### src/rtl/clk_buf_multi.sv
// Multi-channel glitch-free clock divider. Each channel owns a shadow config,
// and runs an IDLE/PHASE/HIGH/LOW counter FSM that applies shadow updates only at safe points.

module clk_buf_multi_ch #(
    parameter int DIVW = 8
) (
    input  logic            mclk,
    input  logic            rst_n,
    input  logic            wr_i,
    input  logic [DIVW-1:0] half_i,
    input  logic [DIVW-1:0] phase_i,
    input  logic            en_i,
    output logic            bclk_o,
    output logic            locked_o
);
    typedef enum logic [1:0] {IDLE, PHASE, HIGH, LOW} st_e;

    st_e             state_q, state_d;
    logic [DIVW-1:0] cnt_q, cnt_d;
    logic [DIVW-1:0] act_h_q, act_h_d;
    logic [DIVW-1:0] sh_h_q, sh_p_q;
    logic            sh_en_q;
    logic            locked_q, locked_d;
    logic            bclk_q;

    always_ff @(posedge mclk or negedge rst_n) begin
        if (!rst_n) begin
            state_q  <= IDLE;
            cnt_q    <= '0;
            act_h_q  <= '0;
            sh_h_q   <= '0;
            sh_p_q   <= '0;
            sh_en_q  <= 1'b0;
            locked_q <= 1'b0;
            bclk_q   <= 1'b0;
        end else begin
            state_q  <= state_d;
            cnt_q    <= cnt_d;
            act_h_q  <= act_h_d;
            locked_q <= locked_d;
            bclk_q   <= (state_d == HIGH);
            if (wr_i) begin
                sh_h_q  <= half_i;
                sh_p_q  <= phase_i;
                sh_en_q <= en_i;
            end
        end
    end

    // The FSM reads the shadow as it stood before this edge, so a write that
    // lands on a boundary is picked up at the next boundary.
    always_comb begin
        state_d  = state_q;
        cnt_d    = cnt_q;
        act_h_d  = act_h_q;
        locked_d = locked_q;
        case (state_q)
            IDLE: begin
                locked_d = 1'b0;
                if (sh_en_q) begin
                    act_h_d = sh_h_q;
                    if (sh_p_q == '0) begin
                        state_d = HIGH;
                        cnt_d   = sh_h_q;
                    end else begin
                        state_d = PHASE;
                        cnt_d   = sh_p_q - DIVW'(1);
                    end
                end
            end
            PHASE: begin
                if (!sh_en_q) begin
                    state_d = IDLE;
                end else if (cnt_q == '0) begin
                    state_d = HIGH;
                    cnt_d   = act_h_q;
                end else begin
                    cnt_d = cnt_q - DIVW'(1);
                end
            end
            HIGH: begin
                if (cnt_q == '0) begin
                    state_d = LOW;
                    cnt_d   = act_h_q;
                end else begin
                    cnt_d = cnt_q - DIVW'(1);
                end
            end
            LOW: begin
                if (cnt_q != '0) begin
                    cnt_d = cnt_q - DIVW'(1);
                end else if (!sh_en_q) begin
                    state_d  = IDLE;
                    locked_d = 1'b0;
                end else if (sh_h_q != act_h_q) begin
                    state_d  = HIGH;
                    act_h_d  = sh_h_q;
                    cnt_d    = sh_h_q;
                    locked_d = 1'b0;
                end else begin
                    state_d  = HIGH;
                    cnt_d    = act_h_q;
                    locked_d = 1'b1;
                end
            end
            default: state_d = IDLE;
        endcase
    end

    assign bclk_o   = bclk_q;
    assign locked_o = locked_q;
endmodule

module clk_buf_multi #(
    parameter int NCH  = 4,
    parameter int DIVW = 8
) (
    input  logic            mclk,
    input  logic            rst_n,
    input  logic            cfg_wr,
    input  logic [3:0]      cfg_ch,
    input  logic [DIVW-1:0] cfg_half,
    input  logic [DIVW-1:0] cfg_phase,
    input  logic            cfg_en,
    output logic            cfg_ack,
    output logic            cfg_err,
    output logic [NCH-1:0]  bclk,
    output logic [NCH-1:0]  locked
);
    logic ch_ok;
    logic ack_q, err_q;

    assign ch_ok = {1'b0, cfg_ch} < 5'(NCH);

    always_ff @(posedge mclk or negedge rst_n) begin
        if (!rst_n) begin
            ack_q <= 1'b0;
            err_q <= 1'b0;
        end else begin
            ack_q <= cfg_wr & ch_ok;
            err_q <= cfg_wr & ~ch_ok;
        end
    end

    assign cfg_ack = ack_q;
    assign cfg_err = err_q;

    for (genvar g = 0; g < NCH; g++) begin : g_ch
        clk_buf_multi_ch #(.DIVW(DIVW)) u_ch (
            .mclk    (mclk),
            .rst_n   (rst_n),
            .wr_i    (cfg_wr && ch_ok && (cfg_ch == 4'(g))),
            .half_i  (cfg_half),
            .phase_i (cfg_phase),
            .en_i    (cfg_en),
            .bclk_o  (bclk[g]),
            .locked_o(locked[g])
        );
    end
endmodule

### config.mk
export PLATFORM = sky130hd
export DESIGN_NAME = clk_buf_multi
export DESIGN_NICKNAME = d
export VERILOG_FILES = /design/src/rtl/clk_buf_multi.sv
export SDC_FILE = /design/constraint.sdc
export NUM_CORES = 1
export LEC_CHECK = 0
export CORE_ASPECT_RATIO = 1.2
export CORE_MARGIN = 2
export CORE_UTILIZATION = 49
export DETAILED_ROUTE_END_ITERATION = 10
export GPL_ROUTABILITY_DRIVEN = 0
export HOLD_SLACK_MARGIN = 0.03
export PLACE_DENSITY = 0.66
export RECOVER_POWER = 25
export SLEW_MARGIN = 30
export SYNTH_ARGS = -nofsm -noshare
export SYNTH_HDL_FRONTEND = slang
export SYNTH_SLANG_ARGS = --single-unit
### constraint.sdc
create_clock -name mclk -period 2.43 [get_ports mclk]
set_input_delay 0.243 -clock mclk [delete_from_list [all_inputs] [get_ports mclk]]
set_output_delay 0.243 -clock mclk [all_outputs]
set_load 0.02 [all_outputs]
# After elaboration in Yosys (flattened, before gate mapping)
# Cells that the tools add are included.
[totals]
regBits = 150
inputBits = 24
out_inout_bits = 10
word_cells = 219
[classes]
add_sub_neg = 8
n_lt_le_gt_ge = 1
n_eq_ne = 43
mux = 92
bitwise_logic = 3
n_reduce_logical = 38
[ops]
columns = ["operator", "n"]
rows = [
  ["$mux 8", 36],
  ["$pmux 8 s4", 4],
  ["$logic_not 8->1", 8],
  ["$pmux 8 s2", 4],
  ["$sub 8x1->8 const B", 8],
  ["$mux 2", 28],
  ["$ne 8x8->1", 4],
  ["$pmux 2 s4", 4],
  ["$reduce_bool 8->1", 4],
  ["$eq 2x2->1 const B", 12],
  ["$ne 2x1->1 const B", 12],
  ["$reduce_and 4->1", 4],
  ["$mux 1", 12],
  ["$ne 3x1->1 const B", 4],
  ["$reduce_and 3->1", 4],
  ["$eq 2x1->1 const B", 4],
  ["$eq 4x2->1 const B", 2],
  ["$logic_not 2->1", 4],
  ["$ne 2x2->1 const B", 4],
  ["$pmux 1 s2", 4],
  ["$reduce_and 2->1", 4],
  ["$reduce_bool 2->1", 4],
  ["$logic_and 1x1->1", 5],
  ["$eq 4x1->1 const B", 1],
  ["other kinds (4)", 5],
]

# Logic depth before layout (Yosys ltp)
# Gate-level depths: netlist of run 1.
[depth]
ltp_word = 5
mapped_depth = 9
depth_no_buf = 7

# Modules after synthesis
# Synthesis of run 1 repeated with hierarchy kept, for this count alone.
[hier_totals]
hier_cells = 903
hier_area_um2 = 9137.5
[by_module_without_submodules]
columns = ["module", "instances", "cells_per_inst", "area_per_inst_um2", "seq_area_each_um2"]
rows = [
  ["clk_buf_multi_ch (g_ch[0].u_ch ...)", 2, 220, 2265.9, 925.9],
  ["clk_buf_multi_ch (g_ch[3].u_ch)", 1, 237, 2304.7, 925.9],
  ["clk_buf_multi_ch (g_ch[2].u_ch)", 1, 217, 2197.1, 925.9],
  ["clk_buf_multi", 1, 9, 103.8, 50.0],
]

# Worst setup path after synthesis of run 1
# OpenSTA, ideal clock, no wires.
[synth_timing]
path_type = "register to register"
from = "reg g_ch[0].u_ch.cnt_q[0]"
to = "reg g_ch[0].u_ch.cnt_q[7]"
setup_ps = 65
arrival_time_ps = 2069
required_ps = 2365
path_slack_ps = 296
path_stages_with_launch = 9
n_path_buf = 2
period_less_slack_ps = 2134
cell_sequence = "dfrtp_1 inv_1 ha_1 buf_2 nor3b_1 a41oi_1 clkbuf_1 o211ai_1 o221a_2"
[synth_between]
elab_chain_cells = 4
elab_cells_between_ends = 9
cone_classes = "1 x add/sub; 1 x eq/ne; 4 x mux; 3 x reduce/logical"
[synth_lines]
columns = ["item", "line_no", "text"]
rows = [
  ["start: declaration", "19", "logic [DIVW-1:0] cnt_q, cnt_d;"],
  ["start signal: assignment", "38", "cnt_q <= cnt_d;"],
  ["$sub 8x1->8 or $logic_not 8->1 (tied branches)", "--", ""],
  ["$mux 8", "74, 82", ""],
  ["$mux 8", "72", "if (!sh_en_q) begin"],
  ["$pmux 8 s4", "57", "case (state_q)"],
]
# Several ways; a longest one is shown, not always the timed one. The select of a mux whose other input is x is not followed.
# A chain may end at the register's enable or synchronous reset.

# Worst setup path after layout of run 1
[layout_timing]
from = "reg g_ch[0].u_ch.cnt_q[0]"
to = "reg g_ch[0].u_ch.act_h_q[0]"
[layout_between]
elab_chain_cells = 3
[layout_lines]
columns = ["item", "line_no", "text"]
rows = [
  ["$reduce_bool 8->1", "90", "if (cnt_q != '0) begin"],
  ["$ne 2x2->1 (no source line)", "--", ""],
  ["$reduce_and 4->1 (no source line)", "--", ""],
  ["end signal: assignment", "39", "act_h_q <= act_h_d;"],
  ["end: declaration", "20", "logic [DIVW-1:0] act_h_q, act_h_d;"],
]
# Every way passes these cells.

==> results of run 1 <==
## cells in the final DEF (no fill, tap or decap), types with 17 or more instances in the layout
cell / synthesis / final
a21oi_1: 31 / 31
nor2_1: 62 / 62
buf_4: 9 / 36
clkbuf_16: 0 / 17
inv_1: 40 / 40
dfrtp_1: 150 / 150
a31oi_1: 19 / 19
ha_1: 24 / 24
clkdlybuf4s50_1: 0 / 31
nand3_1: 23 / 23
mux2_2: 89 / 89
o211ai_1: 22 / 22
xor2_1: 40 / 40
nor3_1: 27 / 27
o21ai_0: 55 / 55
nand2_1: 51 / 51
## synth_stat cells, drive strengths merged, types with 22 or more instances
library cell  count  area (um^2)
a21oi            32          171
clkbuf           37          139
dfrtp           150         3750
ha               24          300
inv              40          150
mux2             97         1120
nand2            52          203
nand3            23          115
nor2             63          239
nor3             28          145
o211ai           22          165
o21ai            57          285
xor2             40          350
## metrics by stage
stage | instance area [um^2] | total power (W)
floorplan | 9150 | 0.00897
global placement | 9810 | 0.0106
detailed placement | 9810 | 0.0107
CTS | 10400 | 0.0134
global route | 10400 | 0.0143
finish | 10400 | 0.0134
## layout make-up
type / count / area (um^2) / area share (%)
Multi-Input combinational cell: 678 / 4990 / 48.1
Sequential cell: 150 / 3750 / 36.2
Timing Repair Buffer: 73 / 622 / 5.99
Clock buffer: 18 / 439 / 4.23
Tap cell: 224 / 280 / 2.70
Inverter: 40 / 150 / 1.45
Clock inverter: 14 / 143 / 1.37
## power breakdown
part / internal, W / leakage (nW) / total [W] / switching [W]
Combinational: 0.00294 / 2.24 / 0.00614 / 0.00321
Clock: 0.00147 / 0.281 / 0.00262 / 0.00116
Sequential: 0.00341 / 1.84 / 0.00461 / 0.00120
Total: 0.00781 / 4.36 / 0.0134 / 0.00557
## layer usage
layer  wire length (um)  GRT usage (%)  vias to the layer above
li1                   -              -                     3499
met1              10500           33.4                     3642
met2              11000           38.2                      202
met3                884           4.49                       47
met4                571           8.13                        0
met5                  0              0                        -
## cell families (layout without fill, tap and decap cells)
group,count (synthesis),in the layout,synth area share [%]
xor gates and xnor gates,53,53,5.08
muxes,100,100,12.7
and+or+nand+nor,256,256,14.8
adders and majority gates,24,24,3.28
DFF,150,150,41.0
AOI/OAI and AO/OA,245,245,18.7
buffers and inverters,94,145,4.41
## worst paths after layout
kind | startpoint | to | slack [ps] | cells after the start
max reg2reg | g_ch[0].u_ch.cnt_q[0] | g_ch[0].u_ch.act_h_q[0] | 190 | 7
max in group asynchronous | rst_n | g_ch[0].u_ch.cnt_q[3] | 410 | 3
min in group asynchronous | rst_n | g_ch[3].u_ch.bclk_o | 520 | 2
min | cfg_wr | cfg_err | 370 | 2
min reg2reg | g_ch[3].u_ch.cnt_q[1] | g_ch[3].u_ch.cnt_q[1] | 520 | 2
max | g_ch[0].u_ch.cnt_q[0] | g_ch[0].u_ch.act_h_q[0] | 190 | 7
## sequential cells by signal, summed over array words and instances (netlist names)
signal	count
g_ch.u_ch.state_q	8
cfg_ack	1
g_ch.u_ch.sh_h_q	32
g_ch.u_ch.sh_p_q	32
cfg_err	1
g_ch.u_ch.sh_en_q	4
g_ch.u_ch.bclk_o	4
g_ch.u_ch.locked_o	4
g_ch.u_ch.act_h_q	32
g_ch.u_ch.cnt_q	32
## repair_timing
| item | CTS | global route |
|---|---|---|
| hold endpoints to repair | 38 | 0 |
| hold buffers | 1 | 0 |
| setup endpoints to repair | 0 | 1 |
## critical path, delay by kind of cell, from the launching register on
kind	cells	cell delay, ps
AO/OA/AOI/OAI	1	310
AND/OR/NAND/NOR	3	680
adder cells (fa/ha/maj)	1	250
flip-flops	1	420
buffers and inverters	1	90
multiplexers	1	380
==> metrics.cfg, run 1 <==
[logic_synthesis]
syn_nets = 970
ys_seq_elements = 150
netlist_area_um2 = 9150
ys_seq_area_share_pct = 41.0
ys_types = 77
postSynthAreaPerCell_um2 = 9.92
synth_edf_count = 0
synth-main-ff-cell = dfrtp_1
synth_cells = 922
async_flop_share_pct = 100
ys_warn_count = 0

[worst_setup_path]
cp-end-kind = register
slowest_stage = or3b_1
cp_cell_sequence = inv_1 -> ha_1 -> or3b_1 -> nor2_2 -> nand2_1 -> a21oi_4 -> mux2_2
cp_max_fo = 8
critPathMaxStageDelay_ps = 450
crit_type = reg2reg
cp-start-kind = register
worstPathArrival_ps = 2560
cp.required_ps = 2750

[timing]
max_freq_mhz = 445
fin_hold_ws_ps = 371
maxSlewViolCount = 0
report.final.hold_viol_count = 0
period_share_pct = 92.4
setup_tns_ps = 0
setup_viol = 0
rsz0062_at_grt = no
tightest_slew_ps = 1050
min_period_ps = 2240
worst_slack_ps = 185
maxSlewHeadroom_pct = 30.1
fin_skew_ps = 7.86

[clock_tree]
h-tree-depth = 4
cts_root_buf = clkbuf_16
cts_made_buffers = 17
clockBufferDepth = 2
clk_pin_slew_worst_paths_ps = 70
clk-insertion-delay-late_ps = 430
post_cts_buffers = 0
clock-sinks = 150
cts_resized = 0
cts_tree = built

[final_layout]
antenna_cells = 0
final_core_util_pct = 56.9
fillers = 1640
areaGrowthSynthToFinish_pct = 13.5
nets = 1008
drive_gt1_share_pct = 20.1
stdcell_count = 1197

[route]
drc_errors = 0
via_count = 7390
drtAntennaViolNets = 0
wl_per_cell_um = 19.2
drt_iter0_drc = 510
drt-pass1-iter-count = 6
via_per_inst = 6.17
totalWireLength_mm = 23.0

[die]
die_h_um = 154
die-area_um2 = 19800
num_io_pins = 34
rows = 54
start_util_pct = 50.1
die_w_um = 129
core_um2 = 18200

[power_and_ir_drop]
leakage_nw = 4.36
peakVddDrop_mv = 0.727
power_density_nw_per_um2 = 1290

[place]
dp_hpwl_mm = 16.3
place_ws_ps = 172
place_inst = 1164
portBuffers = 33

[job]
maxCapViolCount = 0

[global_route]
grt_pass1_wl_mm = 37.3
antenna_found_initial = 0
grt_pass1_vias = 7038
grt_max_degree = 63
groute.usage.overall_pct = 24.1
grt_overflow_total = 0

[status]
status = finished clean

[hold_path]
hp-class = in2reg

Note: power is estimated with default switching activity, not from simulation.
==> run 2: changes to the inputs <==
REMOVE_ABC_BUFFERS = 1   (was default)
SYNTH_HIERARCHICAL = 1   (was default)
==> run 2 against run 1 <==
Net effect:
- the run now ends with capacitance limit, slew limit left
- power is 2.3% lower
- non-clock buffer count is 2 higher
- clock-buffer cell count is 8 higher
- via count is 1.2% lower
- die area hardly changed
- sequential cell count stayed put
- global-route usage is 0.37 points lower
- cell count is 1.0% lower
- clock skew hardly changed
- register-to-register slack hardly changed
- critical path type unchanged
- largest power group unchanged
- highest routed layer unchanged
==> metrics.cfg, run 2 <==
[clock_tree]
clk-insertion-delay-late_ps = 430  ; about the same
cts_made_buffers = 17  ; unchanged
clock-sinks = 150  ; unchanged
clk_pin_slew_worst_paths_ps = 60  ; was 70 ps
h-tree-depth = 4  ; unchanged
cts_tree = built  ; unchanged
clockBufferDepth = 2  ; unchanged
cts_root_buf = clkbuf_16  ; unchanged

[logic_synthesis]
ys_seq_area_share_pct = 41.1  ; was 41.0%
ys_seq_elements = 150  ; unchanged
async_flop_share_pct = 100  ; unchanged
synth-compound-area-share_pct = 19.4  ; was 18.7%
yosys.area_share.adder_pct = 3.56  ; was 3.28%
synth_edf_count = 0  ; unchanged
synth-main-ff-cell = dfrtp_1  ; unchanged
muxShareOfSynthArea_pct = 14.3  ; was 12.7%
yosysTopAreaCell = dfrtp_1  ; unchanged
netlist_area_um2 = 9140  ; was 9150 um^2
ys_top_cells_by_count = 150 x dfrtp_1, 95 x mux2_2, 57 x o21ai_0, 52 x a21oi_1, 50 x nand2_1  ; was 150 x dfrtp_1, 89 x mux2_2, 62 x nor2_1, 55 x o21ai_0, 51 x nand2_1
ys_warn_count = 6  ; was 0
yosys-top-cells-area = dfrtp_1 41%, mux2_2 12%, ha_1 3.6%  ; was dfrtp_1 41%, mux2_2 11%, xor2_1 3.8%
synth_top_family_by_area = compound AO/OA/AOI/OAI gates  ; unchanged
yosys.area_share.simple_pct = 12.9  ; was 14.8%
synth_cells = 903  ; was 922
synth_top_area_share_pct = 41.1  ; was 41.0%
synth_xor_area_share_pct = 4.60  ; was 5.08%
postSynthAreaPerCell_um2 = 10.1  ; was 9.92 um^2
synth.most_common_cell = dfrtp_1  ; unchanged
ys_types = 71  ; was 77

[worst_setup_path]
cp-end-kind = register  ; unchanged
path_delay_family = simple AND/OR/NAND/NOR gates  ; unchanged
cp-start-kind = register  ; unchanged
cp_cell_sequence = inv_1 -> ha_1 -> or4b_1 -> nor2_4 -> mux2i_1 -> nor2b_1 -> buf_4 -> mux2_2  ; was inv_1 -> ha_1 -> or3b_1 -> nor2_2 -> nand2_1 -> a21oi_4 -> mux2_2
worstPathArrival_ps = 2570  ; was 2560 ps
cp.buffers_inverters = 2  ; was 1
cp_max_fo = 8  ; unchanged
cp.required_ps = 2740  ; was 2750 ps
critPathMaxStageDelay_ps = 540  ; was 450 ps
crit_type = reg2reg  ; unchanged
slowest_stage = or4b_1  ; was or3b_1

[timing]
min_period_ps = 2260  ; was 2240 ps
setup_viol = 0  ; unchanged
period_share_pct = 92.8  ; was 92.4%
rsz0062_at_grt = no  ; unchanged
maxSlewHeadroom_pct = -4.47  ; was 30.1%
tightest_slew_ps = 1570  ; was 1050 ps
report.final.hold_viol_count = 0  ; unchanged
max_freq_mhz = 443  ; was 445 MHz
maxSlewViolCount = 58  ; was 0
fin_hold_ws_ps = 381  ; was 371 ps
worst_slack_ps = 174  ; was 185 ps
fin_skew_ps = 7.45  ; was 7.86 ps

[power_and_ir_drop]
power_density_nw_per_um2 = 1250  ; was 1290 nW/um^2
peakVddDrop_mv = 0.542  ; was 0.727 mV
power.internal_w = 0.00775  ; was 0.00781 W
power_frac_comb_pct = 45.5  ; was 45.9%
leakage_nw = 4.31  ; was 4.36 nW
p_seq_share_pct = 34.5  ; was 34.4%
p_sw_w = 0.00531  ; was 0.00557 W
clkPwrFrac_pct = 20.0  ; was 19.6%
swShare_pct = 40.6  ; was 41.6%

[die]
die-area_um2 = 19800  ; about the same
core_um2 = 18200  ; unchanged
die_h_um = 154  ; about the same
start_util_pct = 50.1  ; about the same
rows = 54  ; unchanged
num_io_pins = 34  ; unchanged
die_w_um = 129  ; about the same

[final_layout]
fillers = 1605  ; was 1640
drive_gt1_share_pct = 19.7  ; was 20.1%
final_cell_mix = 150 x dfrtp_1, 95 x mux2_2, 57 x o21ai_0, 52 x a21oi_1, 50 x nand2_1  ; was 150 x dfrtp_1, 89 x mux2_2, 62 x nor2_1, 55 x o21ai_0, 51 x nand2_1
areaGrowthSynthToFinish_pct = 14.5  ; was 13.5%
nets = 998  ; was 1008
antenna_cells = 0  ; unchanged
multi_input_area_um2 = 5020  ; was 4990 um^2
final_common_cell = dfrtp_1  ; unchanged
seq_area_um2 = 3750  ; unchanged

[global_route]
grt_max_degree = 60  ; was 63
antenna_found_initial = 0  ; unchanged
grt_pass1_wl_mm = 37.2  ; was 37.3 mm
groute.usage.overall_pct = 23.8  ; was 24.1%
grt_pass1_vias = 7071  ; was 7038
grt_overflow_total = 0  ; unchanged

[route]
drtAntennaViolNets = 0  ; unchanged
drc_errors = 0  ; unchanged
drt-pass1-iter-count = 5  ; was 6
via_per_inst = 6.16  ; was 6.17
drt_iter0_drc = 647  ; was 510
via_count = 7305  ; was 7390
wl_per_cell_um = 19.0  ; was 19.2 um
totalWireLength_mm = 22.5  ; was 23.0 mm

[place]
place_ws_ps = 176  ; was 172 ps
portBuffers = 33  ; unchanged
dp_hpwl_mm = 16.1  ; was 16.3 mm

[hold_path]
hp-class = in2reg  ; unchanged

[job]
maxCapViolCount = 1  ; was 0

[status]
status = finished, violations left  ; was finished clean
violations = capacitance limit, slew limit

==> run 2: path summary, 6_finish.rpt <==
path,from,end,slack (ps),depth (start not counted)
worst min register to register,g_ch[1].u_ch/sh_p_q[6],g_ch[1].u_ch/sh_p_q[6],540,1
worst min-delay path,cfg_wr,cfg_err,380,2
worst max register to register,g_ch[0].u_ch/cnt_q[0],g_ch[0].u_ch/act_h_q[2],170,8
worst max-delay path,g_ch[0].u_ch/cnt_q[0],g_ch[0].u_ch/act_h_q[2],170,8
min in group asynchronous,rst_n,g_ch[1].u_ch/cnt_q[1],730,2
max in group asynchronous,rst_n,g_ch[1].u_ch/cnt_q[2],740,3
==> run 2: power groups by stage <==
| stage | sequential [W] | combinational [W] | clock, W |
|---|---|---|---|
| finish | 0.00451 | 0.00594 | 0.00261 |
| floorplan | 0.00423 | 0.00426 | 0 |
| global placement | 0.00450 | 0.00580 | 0 |
| detailed placement | 0.00452 | 0.00587 | 0 |
| global route | 0.00466 | 0.00659 | 0.00277 |
| CTS | 0.00449 | 0.00591 | 0.00266 |
==> run 2: final cells by class <==
type                    instances  share of cell area, %
clock buffers                  26                   4.96
clock inverters                 6                  0.622
flip-flops and latches        150                   35.9
well taps                     224                   2.68
multi-input cells             664                   47.9
inverters                      40                   1.43
repair buffers                 75                   6.50
==> run 2: through the flow <==
stage	total power [W]	area (um^2)	utilization, %	setup TNS [ps]	instances
floorplan	0.00849	8910	-	-3660	854
global placement	0.0103	9880	54.2	0	1152
detailed placement	0.0104	9880	54.2	0	1152
CTS	0.0131	10500	57.4	0	1185
global route	0.0140	10500	57.4	0	1185
finish	0.0131	10500	57.4	0	1185
==> run 2: logic make-up (layout without fill, tap and decap cells) <==
kind of cell	count (synthesis)	count (layout)
xor+xnor	48	48
fa+ha+maj	26	26
compound gates	263	263
flops	150	150
buf+inv	89	147
simple gates	208	208
mux	119	119
==> run 2: layer usage <==
layer	part of all wire (%)	vias up	track usage, %
met3	4.0	27	4.59
met4	1.7	0	6.73
met5	0	-	0
met2	48	178	37.3
met1	47	3636	33.6
li1	-	3464	-
==> run 2: repair_timing <==
item / CTS / global route
setup endpoints to repair: 0 / 4
resized for setup: 0 / 1
hold buffers: 1 / 0
buffers inserted: 0 / 0
endpoints found under the hold margin: 56 / 0
==> run 3: changes to the inputs <==
ABC_AREA = 1   (was default)
CELL_PAD_IN_SITES_DETAIL_PLACEMENT = 1   (was default)
CELL_PAD_IN_SITES_GLOBAL_PLACEMENT = 2   (was default)
CORE_ASPECT_RATIO = 2   (was 1.2)
CORE_UTILIZATION = 37   (was 49)
PLACE_DENSITY = default   (was 0.66)
PLACE_DENSITY_LB_ADDON = 0.1   (was default)
==> run 3 against run 2 <==
Net effect:
- the run still ends with capacitance limit, slew limit left
- global-route usage up 0.20 points
- synthesized cell count up 38%
- largest cell class unchanged
- cell area up 1.3%
==> metrics.cfg, run 3 <==
[place]
portBuffers = 33  ; unchanged
dp_hpwl_mm = 23.2  ; was 16.1 mm
place_ws_ps = 454  ; was 176 ps

[timing]
report.final.hold_viol_count = 0  ; unchanged
tightest_slew_ps = 1730  ; was 1570 ps
period_share_pct = 81.3  ; was 92.8%
setup_viol = 0  ; unchanged
max_freq_mhz = 506  ; was 443 MHz
maxSlewViolCount = 61  ; was 58
worst_slack_ps = 454  ; was 174 ps
fin_skew_ps = 6.57  ; was 7.45 ps
rsz0062_at_grt = no  ; unchanged
maxSlewHeadroom_pct = -15.3  ; was -4.47%
min_period_ps = 1980  ; was 2260 ps
setup_tns_ps = 0  ; unchanged

[global_route]
grt_pass1_wl_mm = 48.5  ; was 37.2 mm
grt_overflow_total = 0  ; unchanged
grt_pass1_vias = 8942  ; was 7071
groute.usage.overall_pct = 23.9  ; was 23.8%
grt_max_degree = 63  ; was 60
antenna_found_initial = 0  ; unchanged

[logic_synthesis]
ys_types = 33  ; was 71
yosys-top-cells-area = dfrtp_1 40%, nand2_1 13%, o21ai_0 6.4%  ; was dfrtp_1 41%, mux2_2 12%, ha_1 3.6%
postSynthAreaPerCell_um2 = 7.49  ; was 10.1 um^2
async_flop_share_pct = 100  ; unchanged
synth_top_area_share_pct = 40.2  ; was 41.1%
synth_edf_count = 0  ; unchanged
ys_seq_elements = 150  ; unchanged
ys_top_cells_by_count = 331 x nand2_1, 150 x dfrtp_1, 121 x inv_1, 120 x o21ai_0, 118 x nor2_1  ; was 150 x dfrtp_1, 95 x mux2_2, 57 x o21ai_0, 52 x a21oi_1, 50 x nand2_1
ys_seq_area_share_pct = 40.2  ; was 41.1%
synth.most_common_cell = nand2_1  ; was dfrtp_1
yosysTopAreaCell = dfrtp_1  ; unchanged
netlist_area_um2 = 9340  ; was 9140 um^2
synth_cells = 1247  ; was 903
synth-main-ff-cell = dfrtp_1  ; unchanged
ys_warn_count = 6  ; unchanged

[clock_tree]
clock-sinks = 150  ; unchanged
cts_made_buffers = 17  ; unchanged
clk_pin_slew_worst_paths_ps = 60  ; about the same
clk-insertion-delay-late_ps = 440  ; was 430 ps
cts_tree = built  ; unchanged
clockBufferDepth = 2  ; unchanged
cts_root_buf = clkbuf_16  ; unchanged
h-tree-depth = 4  ; unchanged
post_cts_buffers = 0  ; unchanged

[route]
dr_wl_met2_mm = 17.0  ; was 10.7 mm
drt_iter0_drc = 302  ; was 647
totalWireLength_mm = 29.8  ; was 22.5 mm
wl_met1_mm = 11.4  ; was 10.5 mm
via_count = 8231  ; was 7305
drc_errors = 0  ; unchanged
wl_met3_um = 474  ; was 903 um
route.top_layer_used = met4  ; unchanged
drtAntennaViolNets = 0  ; unchanged
wl_per_cell_um = 18.3  ; was 19.0 um
drt-pass1-iter-count = 4  ; was 5
via_per_inst = 5.05  ; was 6.16

[worst_setup_path]
cp.required_ps = 2800  ; was 2740 ps
worstPathArrival_ps = 2340  ; was 2570 ps
ff2ff_path_depth = 10  ; was 8
rr_endpoint = g_ch[1].u_ch/bclk_o  ; was g_ch[0].u_ch/act_h_q[2]
r2r-start = g_ch[1].u_ch/sh_p_q[0]  ; was g_ch[0].u_ch/cnt_q[0]
crit_type = reg2reg  ; unchanged
cp_max_fo = 8  ; unchanged
cp-start-kind = register  ; unchanged
cp-end-kind = register  ; unchanged
r2r_slack_ps = 450  ; was 170 ps

[power_and_ir_drop]
peakVddDrop_mv = 0.604  ; was 0.542 mV
power_density_nw_per_um2 = 1280  ; was 1250 nW/um^2
leakage_nw = 4.97  ; was 4.31 nW

[die]
die-area_um2 = 26600  ; was 19800 um^2
core_um2 = 24900  ; was 18200 um^2
start_util_pct = 37.4  ; was 50.1%
die_w_um = 116  ; was 129 um
die_h_um = 229  ; was 154 um
rows = 82  ; was 54
num_io_pins = 34  ; unchanged

[final_layout]
final_common_cell = nand2_1  ; was dfrtp_1
fillers = 3139  ; was 1605
final_core_util_pct = 42.5  ; was 57.4%
drive_gt1_share_pct = 11.1  ; was 19.7%
areaGrowthSynthToFinish_pct = 13.6  ; was 14.5%
nets = 1334  ; was 998
final_cell_mix = 332 x nand2_1, 150 x dfrtp_1, 121 x inv_1, 120 x o21ai_0, 114 x nor2_1  ; was 150 x dfrtp_1, 95 x mux2_2, 57 x o21ai_0, 52 x a21oi_1, 50 x nand2_1
antenna_cells = 0  ; unchanged

[status]
violations = capacitance limit, slew limit  ; unchanged
status = finished, violations left  ; unchanged

[job]
maxCapViolCount = 1  ; unchanged

[hold_path]
min-delay-start = cfg_ch[2]  ; was cfg_wr
hold_depth = 3  ; was 2
min_to = cfg_err  ; unchanged
hp-class = in2reg  ; unchanged

## run 3: changes by cell type in the layout (fill, tap and decap cells not counted), moves of 33 or more
cell and delta:
nor2_1 +76, mux2_2 -92, o21ai_2 +34, nand2_1 +282, o21ai_0 +63, inv_1 +82
nand3_1 +77, a21oi_1 +33
## run 3: cells by family after synthesis
family / share of synthesized area, %
adder cells (fa/ha/maj): 3.48
AO/OA/AOI/OAI: 16.0
AND/OR/NAND/NOR: 28.0
buffers and inverters: 7.57
multiplexers: 0.362
XOR/XNOR: 4.32
flip-flops: 40.2
## run 3: worst max-delay path, cell delays in order (launching register included)
cell	delay (ps)
dfrtp_1	380
inv_1	150
ha_1	230
nand2_1	70
nor2_1	170
nand3_1	340
nand2_1	180
o21ai_0	110
nand2_1	70
o21ai_1	70
a21oi_1	120
## run 3: per-layer routing
layer | track usage (%) | vias to the layer above
met4 | 8.82 | 0
met1 | 25.8 | 4012
met5 | 0 | -
li1 | - | 4087
met3 | 3.37 | 46
met2 | 45.6 | 86
## run 3: per-stage QoR
stage / power, W / cell area, um^2 / hold slack [ps] / instances
final: 0.0136 / 10600 / 445 / 1629
after global placement: 0.0109 / 10100 / 280 / 1600
after global routing: 0.0148 / 10600 / 470 / 1629
after detailed placement: 0.0110 / 10100 / 279 / 1600
after CTS: 0.0138 / 10600 / 377 / 1629
after floorplan: 0.00895 / 9130 / -52.6 / 1212
## run 3: area by class of cell
class	instances	area, um^2	share of cell area [%]
clock inverters	6	105	0.991
flip-flops and latches	150	3750	35.4
multi-input cells	930	4880	46.0
inverters	132	495	4.67
well taps	336	420	3.96
clock buffers	22	444	4.19
repair buffers	53	503	4.74
## run 3: how the worst max path moves through the flow
stage                           start                endpoint  slack, ps  cells past startpoint
3_5_place_dp   g_ch[1].u_ch/sh_p_q[0]     g_ch[1].u_ch/bclk_o        450                     10
4_1_cts        g_ch[1].u_ch/sh_p_q[0]     g_ch[1].u_ch/bclk_o        440                     10
6_report       g_ch[1].u_ch/sh_p_q[0]     g_ch[1].u_ch/bclk_o        450                     10
5_1_grt        g_ch[1].u_ch/sh_p_q[0]     g_ch[1].u_ch/bclk_o        160                     10
2_1_floorplan               cfg_ch[3]  g_ch[0].u_ch/sh_p_q[6]        550                      4
3_3_place_gp   g_ch[1].u_ch/sh_p_q[0]     g_ch[1].u_ch/bclk_o        460                     10
## run 3: power by group
| part | switching [W] | internal [W] |
|---|---|---|
| clock | 0.00105 | 0.00158 |
| sequential | 0.00103 | 0.00344 |
| combinational | 0.00414 | 0.00233 |
## run 3: timing repair
item | CTS | global route
hold buffers | 1 | 0
gates resized for setup | 0 | 0
endpoints found under the hold margin | 59 | 0
